**config.mk**
```make
export PLATFORM = sky130hd
export DESIGN_NAME = osc_nco
export DESIGN_NICKNAME = d
export VERILOG_FILES = /design/src/rtl/osc_pkg.sv /design/src/rtl/osc_shaper.sv /design/src/rtl/osc_nco.sv
export SDC_FILE = /design/constraint.sdc
export NUM_CORES = 1
export LEC_CHECK = 0
export CORE_MARGIN = 3
export CORE_UTILIZATION = 64
export CTS_CLUSTER_SIZE = 8
export DETAILED_ROUTE_END_ITERATION = 10
export DONT_BUFFER_PORTS = 1
export PLACE_DENSITY = 0.8
export SYNTH_ARGS = -nofsm -noshare
export SYNTH_HDL_FRONTEND = slang
export SYNTH_HIERARCHICAL = 1
export SYNTH_SLANG_ARGS = --single-unit
```
**constraint.sdc**
```tcl
create_clock -name clk_i -period 3.8 [get_ports clk_i]
set_input_delay 0.38 -clock clk_i [delete_from_list [all_inputs] [get_ports clk_i]]
set_output_delay 0.38 -clock clk_i [all_outputs]
set_load 0.1 [all_outputs]
```
**src/rtl/osc_pkg.sv**
```systemverilog
// Shared types for the NCO: waveform mode encoding and reset-duty helper.
package osc_pkg;

  typedef enum logic [1:0] {
    SQUARE    = 2'd0,
    SAW       = 2'd1,
    TRI       = 2'd2,
    RAMP_DOWN = 2'd3
  } osc_mode_e;

  localparam int unsigned OSC_PHASE_W_DEFAULT = 32;
  localparam int unsigned OSC_OUT_W_DEFAULT   = 16;

  // Reset duty is half scale: only the phase MSB set.
  function automatic logic [63:0] osc_default_duty(input int unsigned phase_w);
    return 64'd1 << (phase_w - 1);
  endfunction

endpackage

```
**src/rtl/osc_shaper.sv**
```systemverilog
// Registered wave shaper: maps phase/mode/duty to an OUT_W sample and a square tap.
// One cycle from phase register to outputs; stage freezes while en_i is low.
module osc_shaper
  import osc_pkg::*;
#(
  parameter int unsigned PHASE_W = OSC_PHASE_W_DEFAULT,
  parameter int unsigned OUT_W   = OSC_OUT_W_DEFAULT
) (
  input  logic               clk_i,
  input  logic               rst_ni,
  input  logic               en_i,
  input  logic [PHASE_W-1:0] phase_i,
  input  osc_mode_e          mode_i,
  input  logic [PHASE_W-1:0] duty_i,
  output logic [OUT_W-1:0]   wave_o,
  output logic               sq_o
);

  logic [OUT_W-1:0] saw_s;
  logic [OUT_W-1:0] tri_s;
  logic [OUT_W-1:0] wave_d, wave_q;
  logic             sq_d, sq_q;

  always_comb begin
    saw_s = phase_i[PHASE_W-1 -: OUT_W];
    // Triangle uses one bit less of phase so it climbs twice as fast, then folds.
    tri_s = phase_i[PHASE_W-2 -: OUT_W];
    sq_d  = (phase_i < duty_i);
    wave_d = '0;
    case (mode_i)
      SQUARE:    wave_d = sq_d ? '1 : '0;
      SAW:       wave_d = saw_s;
      TRI:       wave_d = phase_i[PHASE_W-1] ? ~tri_s : tri_s;
      RAMP_DOWN: wave_d = ~saw_s;
      default:   wave_d = '0;
    endcase
  end

  always_ff @(posedge clk_i or negedge rst_ni) begin
    if (!rst_ni) begin
      wave_q <= '0;
      sq_q   <= 1'b0;
    end else if (en_i) begin
      wave_q <= wave_d;
      sq_q   <= sq_d;
    end
  end

  assign wave_o = wave_q;
  assign sq_o   = sq_q;

endmodule

```
**src/rtl/osc_nco.sv**
```systemverilog
// NCO top: phase accumulator, shadowed config applied only at wrap (or when stopped).
// Optional hard sync on sync_in_i when OSC_SYNC_EN is defined; cfg_ready_o low while a cfg is pending.
module osc_nco
  import osc_pkg::*;
#(
  parameter int unsigned PHASE_W = OSC_PHASE_W_DEFAULT,
  parameter int unsigned OUT_W   = OSC_OUT_W_DEFAULT
) (
  input  logic               clk_i,
  input  logic               rst_ni,
  input  logic               enable_i,
`ifdef OSC_SYNC_EN
  input  logic               sync_in_i,
`endif
  input  logic               cfg_valid_i,
  output logic               cfg_ready_o,
  input  logic [1:0]         cfg_mode_i,
  input  logic [PHASE_W-1:0] cfg_phase_inc_i,
  input  logic [PHASE_W-1:0] cfg_duty_i,
  output logic [OUT_W-1:0]   wave_out_o,
  output logic               sq_out_o,
  output logic               wrap_o
);

  localparam logic [PHASE_W-1:0] DutyRst = PHASE_W'(osc_default_duty(PHASE_W));

  logic [PHASE_W-1:0] phase_q, phase_d;
  logic [PHASE_W-1:0] inc_q, inc_d;
  logic [PHASE_W-1:0] duty_q, duty_d;
  osc_mode_e          mode_q, mode_d;

  logic [PHASE_W-1:0] sh_inc_q, sh_inc_d;
  logic [PHASE_W-1:0] sh_duty_q, sh_duty_d;
  osc_mode_e          sh_mode_q, sh_mode_d;

  logic               pend_q, pend_d;
  logic               wrap_q, wrap_d;

  logic [PHASE_W:0]   sum;
  logic               restart;
  logic               accept;
  logic               apply;

  always_comb begin
    sum = {1'b0, phase_q} + {1'b0, inc_q};
`ifdef OSC_SYNC_EN
    restart = enable_i & (sum[PHASE_W] | sync_in_i);
`else
    restart = enable_i & sum[PHASE_W];
`endif
    accept = cfg_valid_i & ~pend_q;
    // A stopped oscillator never wraps, so take the new setting straight away.
    apply  = pend_q & (restart | (inc_q == '0));

    phase_d = phase_q;
    if (enable_i) begin
      phase_d = sum[PHASE_W-1:0];
`ifdef OSC_SYNC_EN
      if (sync_in_i) phase_d = '0;
`endif
    end
    wrap_d = restart;

    mode_d = mode_q;
    inc_d  = inc_q;
    duty_d = duty_q;
    if (apply) begin
      mode_d = sh_mode_q;
      inc_d  = sh_inc_q;
      duty_d = sh_duty_q;
    end

    sh_mode_d = sh_mode_q;
    sh_inc_d  = sh_inc_q;
    sh_duty_d = sh_duty_q;
    if (accept) begin
      sh_mode_d = osc_mode_e'(cfg_mode_i);
      sh_inc_d  = cfg_phase_inc_i;
      sh_duty_d = cfg_duty_i;
    end

    pend_d = pend_q;
    if (apply)       pend_d = 1'b0;
    else if (accept) pend_d = 1'b1;
  end

  always_ff @(posedge clk_i or negedge rst_ni) begin
    if (!rst_ni) begin
      phase_q   <= '0;
      inc_q     <= '0;
      duty_q    <= DutyRst;
      mode_q    <= SQUARE;
      sh_inc_q  <= '0;
      sh_duty_q <= '0;
      sh_mode_q <= SQUARE;
      pend_q    <= 1'b0;
      wrap_q    <= 1'b0;
    end else begin
      phase_q   <= phase_d;
      inc_q     <= inc_d;
      duty_q    <= duty_d;
      mode_q    <= mode_d;
      sh_inc_q  <= sh_inc_d;
      sh_duty_q <= sh_duty_d;
      sh_mode_q <= sh_mode_d;
      pend_q    <= pend_d;
      wrap_q    <= wrap_d;
    end
  end

  osc_shaper #(
    .PHASE_W (PHASE_W),
    .OUT_W   (OUT_W)
  ) u_shaper (
    .clk_i   (clk_i),
    .rst_ni  (rst_ni),
    .en_i    (enable_i),
    .phase_i (phase_q),
    .mode_i  (mode_q),
    .duty_i  (duty_q),
    .wave_o  (wave_out_o),
    .sq_o    (sq_out_o)
  );

  assign cfg_ready_o = ~pend_q;
  assign wrap_o      = wrap_q;

endmodule

```
Word-level counts from Yosys, hierarchy flattened
Index checks and enable logic that the tools add are counted.

storage, ports and cells
  word-level logic and storage cells = 31
  flip-flop bits (word level) = 183

cells by class
  mux-type cells = 5
  add/sub/neg operators = 1
  equal/unequal tests = 3
  reductions and logical operators = 3
  bitwise logic cells = 7
  magnitude comparators = 1

operator list
  kind                                                  number
  one-hot mux 16 bit (4 select lines)                   1
  adder 32 x 32 -> 33 bit                               1
  zero test 32 bit                                      1
  < comparator 32 bit                                   1
  2-to-1 mux 16 bit                                     2
  NOT 16 bit                                            2
  equality test 2 bit (second input constant)           2
  bitwise AND 1 bit                                     3
  equality test 2 x 1 -> 1 bit (second input constant)  1
  zero test 2 bit                                       1
  2-to-1 mux 1 bit                                      2
  nonzero test 2 bit                                    1
  NOT 1 bit                                             1
  OR 1 bit                                              1

Logic depth before layout (Yosys ltp)
  word-level depth = 5
  mapped depth = 11
  depth with buffers taken out = 9

Cells and area by module
Netlist, hierarchy kept.

modules (own cells, without submodules)
  module      cells each  times used  area an instance (µm²)  sequential area each (µm²)
  osc_nco     610         1           8081.5                  4155.2
  osc_shaper  244         1           1955.6                  425.4

Worst setup path after synthesis
OpenSTA, ideal clock, no wires.

  kind = register to register
  from = register phase_q[0]
  to = register duty_q[29]
  slack = 884 ps
  buffers on the path = 2
  period minus slack after synthesis = 2916 ps
  cell stages (with the launch flop) = 12
  data arrival time = 2788 ps
  path through = dfrtp_1 > ha_1 > fa_1 > a21oi_1 > o22ai_1 > o211a_4 > o211ai_2 > a211oi_2 > o31ai_4 > buf_6 > buf_12 > mux2_1

on the way
  word-level cells in the longest chain between the ends = 4

ends and longest elaborated chain
  item                     line            text
  start, declared          osc_nco.sv:27   logic [PHASE_W-1:0] phase_q, phase_d;
  start signal, assigned   osc_nco.sv:99   phase_q <= phase_d;
  adder 32 x 32 -> 33 bit  osc_nco.sv:45   sum = {1'b0, phase_q} + {1'b0, inc_q};
  bitwise AND 1 bit        osc_nco.sv:49   restart = enable_i & sum[PHASE_W];
  OR 1 bit                 osc_nco.sv:53   apply = pend_q & (restart | (inc_q == '0));
  bitwise AND 1 bit        osc_nco.sv:53
  end signal, assigned     osc_nco.sv:91   duty_q <= DutyRst;
  end signal, assigned     osc_nco.sv:101  duty_q <= duty_d;
  end, declared            osc_nco.sv:29   logic [PHASE_W-1:0] duty_q, duty_d;

Every way passes these cells.
A chain may end at the register's enable or synchronous reset.

Worst setup path after layout
  from = register phase_q[0]
  to = register duty_q[21]

The elaborated chain is that of the path after synthesis.

==> metrics <==
most frequent cell after synthesis dfrtp_1; CTS H-Tree Depth 4; Max Fclk 302.8 MHz; WS Path Type flop to flop; vias in the first global route 6,857; Placer Congestion 0.8854; register area share after synthesis 45.64%; RSZ-0062 raised after global routing false; startpoint types flop; Cells after Synth 854; Post-synth EDFFs 0; Placeable Area 15,260 um^2; first-pass GRT wire length 35,260 um; placed cell areas 10,100 um^2; most frequent cells after synthesis dfrtp_1, mux2_2, ha_1; flops & latches, synth 183; DR iter-0 viols 498; All-Layer GR Usage 25.24%; Setup crit end kind flop; Slew Limit Fails 0; vias post-DR 6,665; clk buf depth 2; min cycle time layout 3302 ps; WP data required 4120 ps; DR DRC count 0; die width 131.2 um; 1st-pass router iterations 5; largest net degree at the start of global routing 184; crit path max fanout 66; clk_skew 8.786 ps; CTS tree done; Yosys warning count 6; DIE HEIGHT 131.2 um; post-synthesis net count 988; R2R setup slack 500 ps; total CTS buffers 17; Clk Tree Root Cell clkbuf_16; ANT cells 0; TNS Setup 0 ps; drt via density 6.288; Slew HR 39.46%; cell area after synthesis 10,040 um^2; mean area per synthesized cell 11.75 um^2; die area 17,220 um^2; number of clock sinks 183; Design Area, Final 10,760 um^2; Routed WL 21,220 um; status finished with violations; initial core utilization 65.78%; Setup-failing EPs final 0; HP Class input pin to async pin; final hold vios 183; cell taking the most area after synthesis dfrtp_1; post-route ant nets 0; IO Pins 89; Routed WL per cell 20.02 um; initial antenna violation count 0; worst skew pair latency 440 ps; failing checks negative hold slack; layout cells sized above 1 24.15%; Synth top area share 45.38%; CP arrival 3620 ps; Final WS setup 497.7 ps; Tcrit/Tclk final 86.90%; number of port buffers 0; clk slew on worst S/H paths 70 ps; Main synth FF type dfrtp_1; Synth cell types 72; Synth async-reset ratio 100.0%; cts repair resizes 0; pre-CTS WS 513.3 ps; grt ovf 0; crit path max-delay cell type fa_1; hold slack -358.7 ps; nets 971; Post-CTS Setup Repair Bufs 0; Rows 45; Max-cap violations 0; area delta synth->final 7.230%; largest cells by area after synthesis dfrtp_1, mux2_2, ha_1; Slew @ Worst Pin 908.1 ps; crit-path cells ha_1, fa_1, a21oi_1, o22ai_1, o211a_4, o211ai_2, a211oi_2, o31ai_4, buf_12, mux2_2; Slowest Stage Delay on Critical Path 410 ps; hpwl dp 14,960 um
-- sequential cells by signal, indices dropped and copies added, names as in the netlist --
name	cells
duty_q	32
pend_q	1
sh_mode_q	2
mode_q	2
sh_duty_q	32
sh_inc_q	32
u_shaper/wave_o	16
phase_q	32
wrap_o	1
u_shaper/sq_o	1
inc_q	32
-- layout make-up --
| class | count | area (um^2) |
|---|---|---|
| tap | 211 | 264.0 |
| sequential | 183 | 4581 |
| multi-input combinational | 582 | 5022 |
| clock buffer | 19 | 452.9 |
| clock inverter | 12 | 209.0 |
| timing repair buffer | 6 | 57.56 |
| fill | 1092 | 4496 |
| inverter | 47 | 176.4 |
-- routing by layer --
| layer | track usage (%) | routed length [um] | share of wire [%] |
|---|---|---|---|
| met3 | 4.441 | 856 | 4.0 |
| met2 | 44.04 | 10980 | 52 |
| met4 | 9.043 | 533 | 2.5 |
| met5 | 0 | 0 | 0 |
| met1 | 31.77 | 8849 | 42 |
-- stage by stage --
step | utilization (%) | cells
final | 70.54 | 1060
after global routing | 70.54 | 1060
after CTS | 70.54 | 1060
after detailed placement | 66.20 | 1029
after global placement | 66.20 | 1029
after floorplan | - | 854
-- placed cells by master (no fill, tap or decap), types with 6 or more instances in the layout --
cell and n:
inv_1 47, a21oi_1 47, a21o_1 18, nor4_1 9, mux2_2 114, nand4_1 14, mux2_1 12, clkbuf_16 17
xor2_1 21, o21ai_0 37, nand3_1 11, nor2_1 17, ha_1 63, nand2_1 45, xnor2_1 16, mux2_4 28
o21ai_2 10, dfrtp_1 182, o211ai_1 37, nor3_1 6
-- cell families (layout without fill, tap and decap cells) --
logic type / after synthesis / after routing / share of synthesized area [%]
DFF: 183 / 183 / 45.64
and+or+nand+nor: 126 / 126 / 6.345
AOI/OAI and AO/OA: 200 / 200 / 13.91
xor gates and xnor gates: 37 / 37 / 3.229
muxes: 155 / 155 / 18.42
adders and majority gates: 64 / 64 / 8.053
buffers and inverters: 89 / 84 / 4.400
-- path summary, 6_finish.rpt --
| check | startpoint | to | depth (start not counted) |
|---|---|---|---|
| max | phase_q[0] | duty_q[21] | 10 |
| min | rst_ni | inc_q[19] | 0 |
| max reg2reg | phase_q[0] | duty_q[21] | 10 |
| min reg2reg | sh_inc_q[10] | inc_q[10] | 1 |
| max in group asynchronous | rst_ni | duty_q[31] | 0 |
| min in group clk_i | enable_i | u_shaper/sq_o | 1 |
-- worst max-delay path: cells and delay by family, from the launching register on --
family	cells	cell delay, ps
AO/OA/AOI/OAI	6	1280
adder cells (fa/ha/maj)	2	670
buffers and inverters	1	410
flip-flops	1	400
multiplexers	1	400
Power is not shown: default switching activity piles up to over one toggle a cycle in this logic, so the estimate is an artifact.
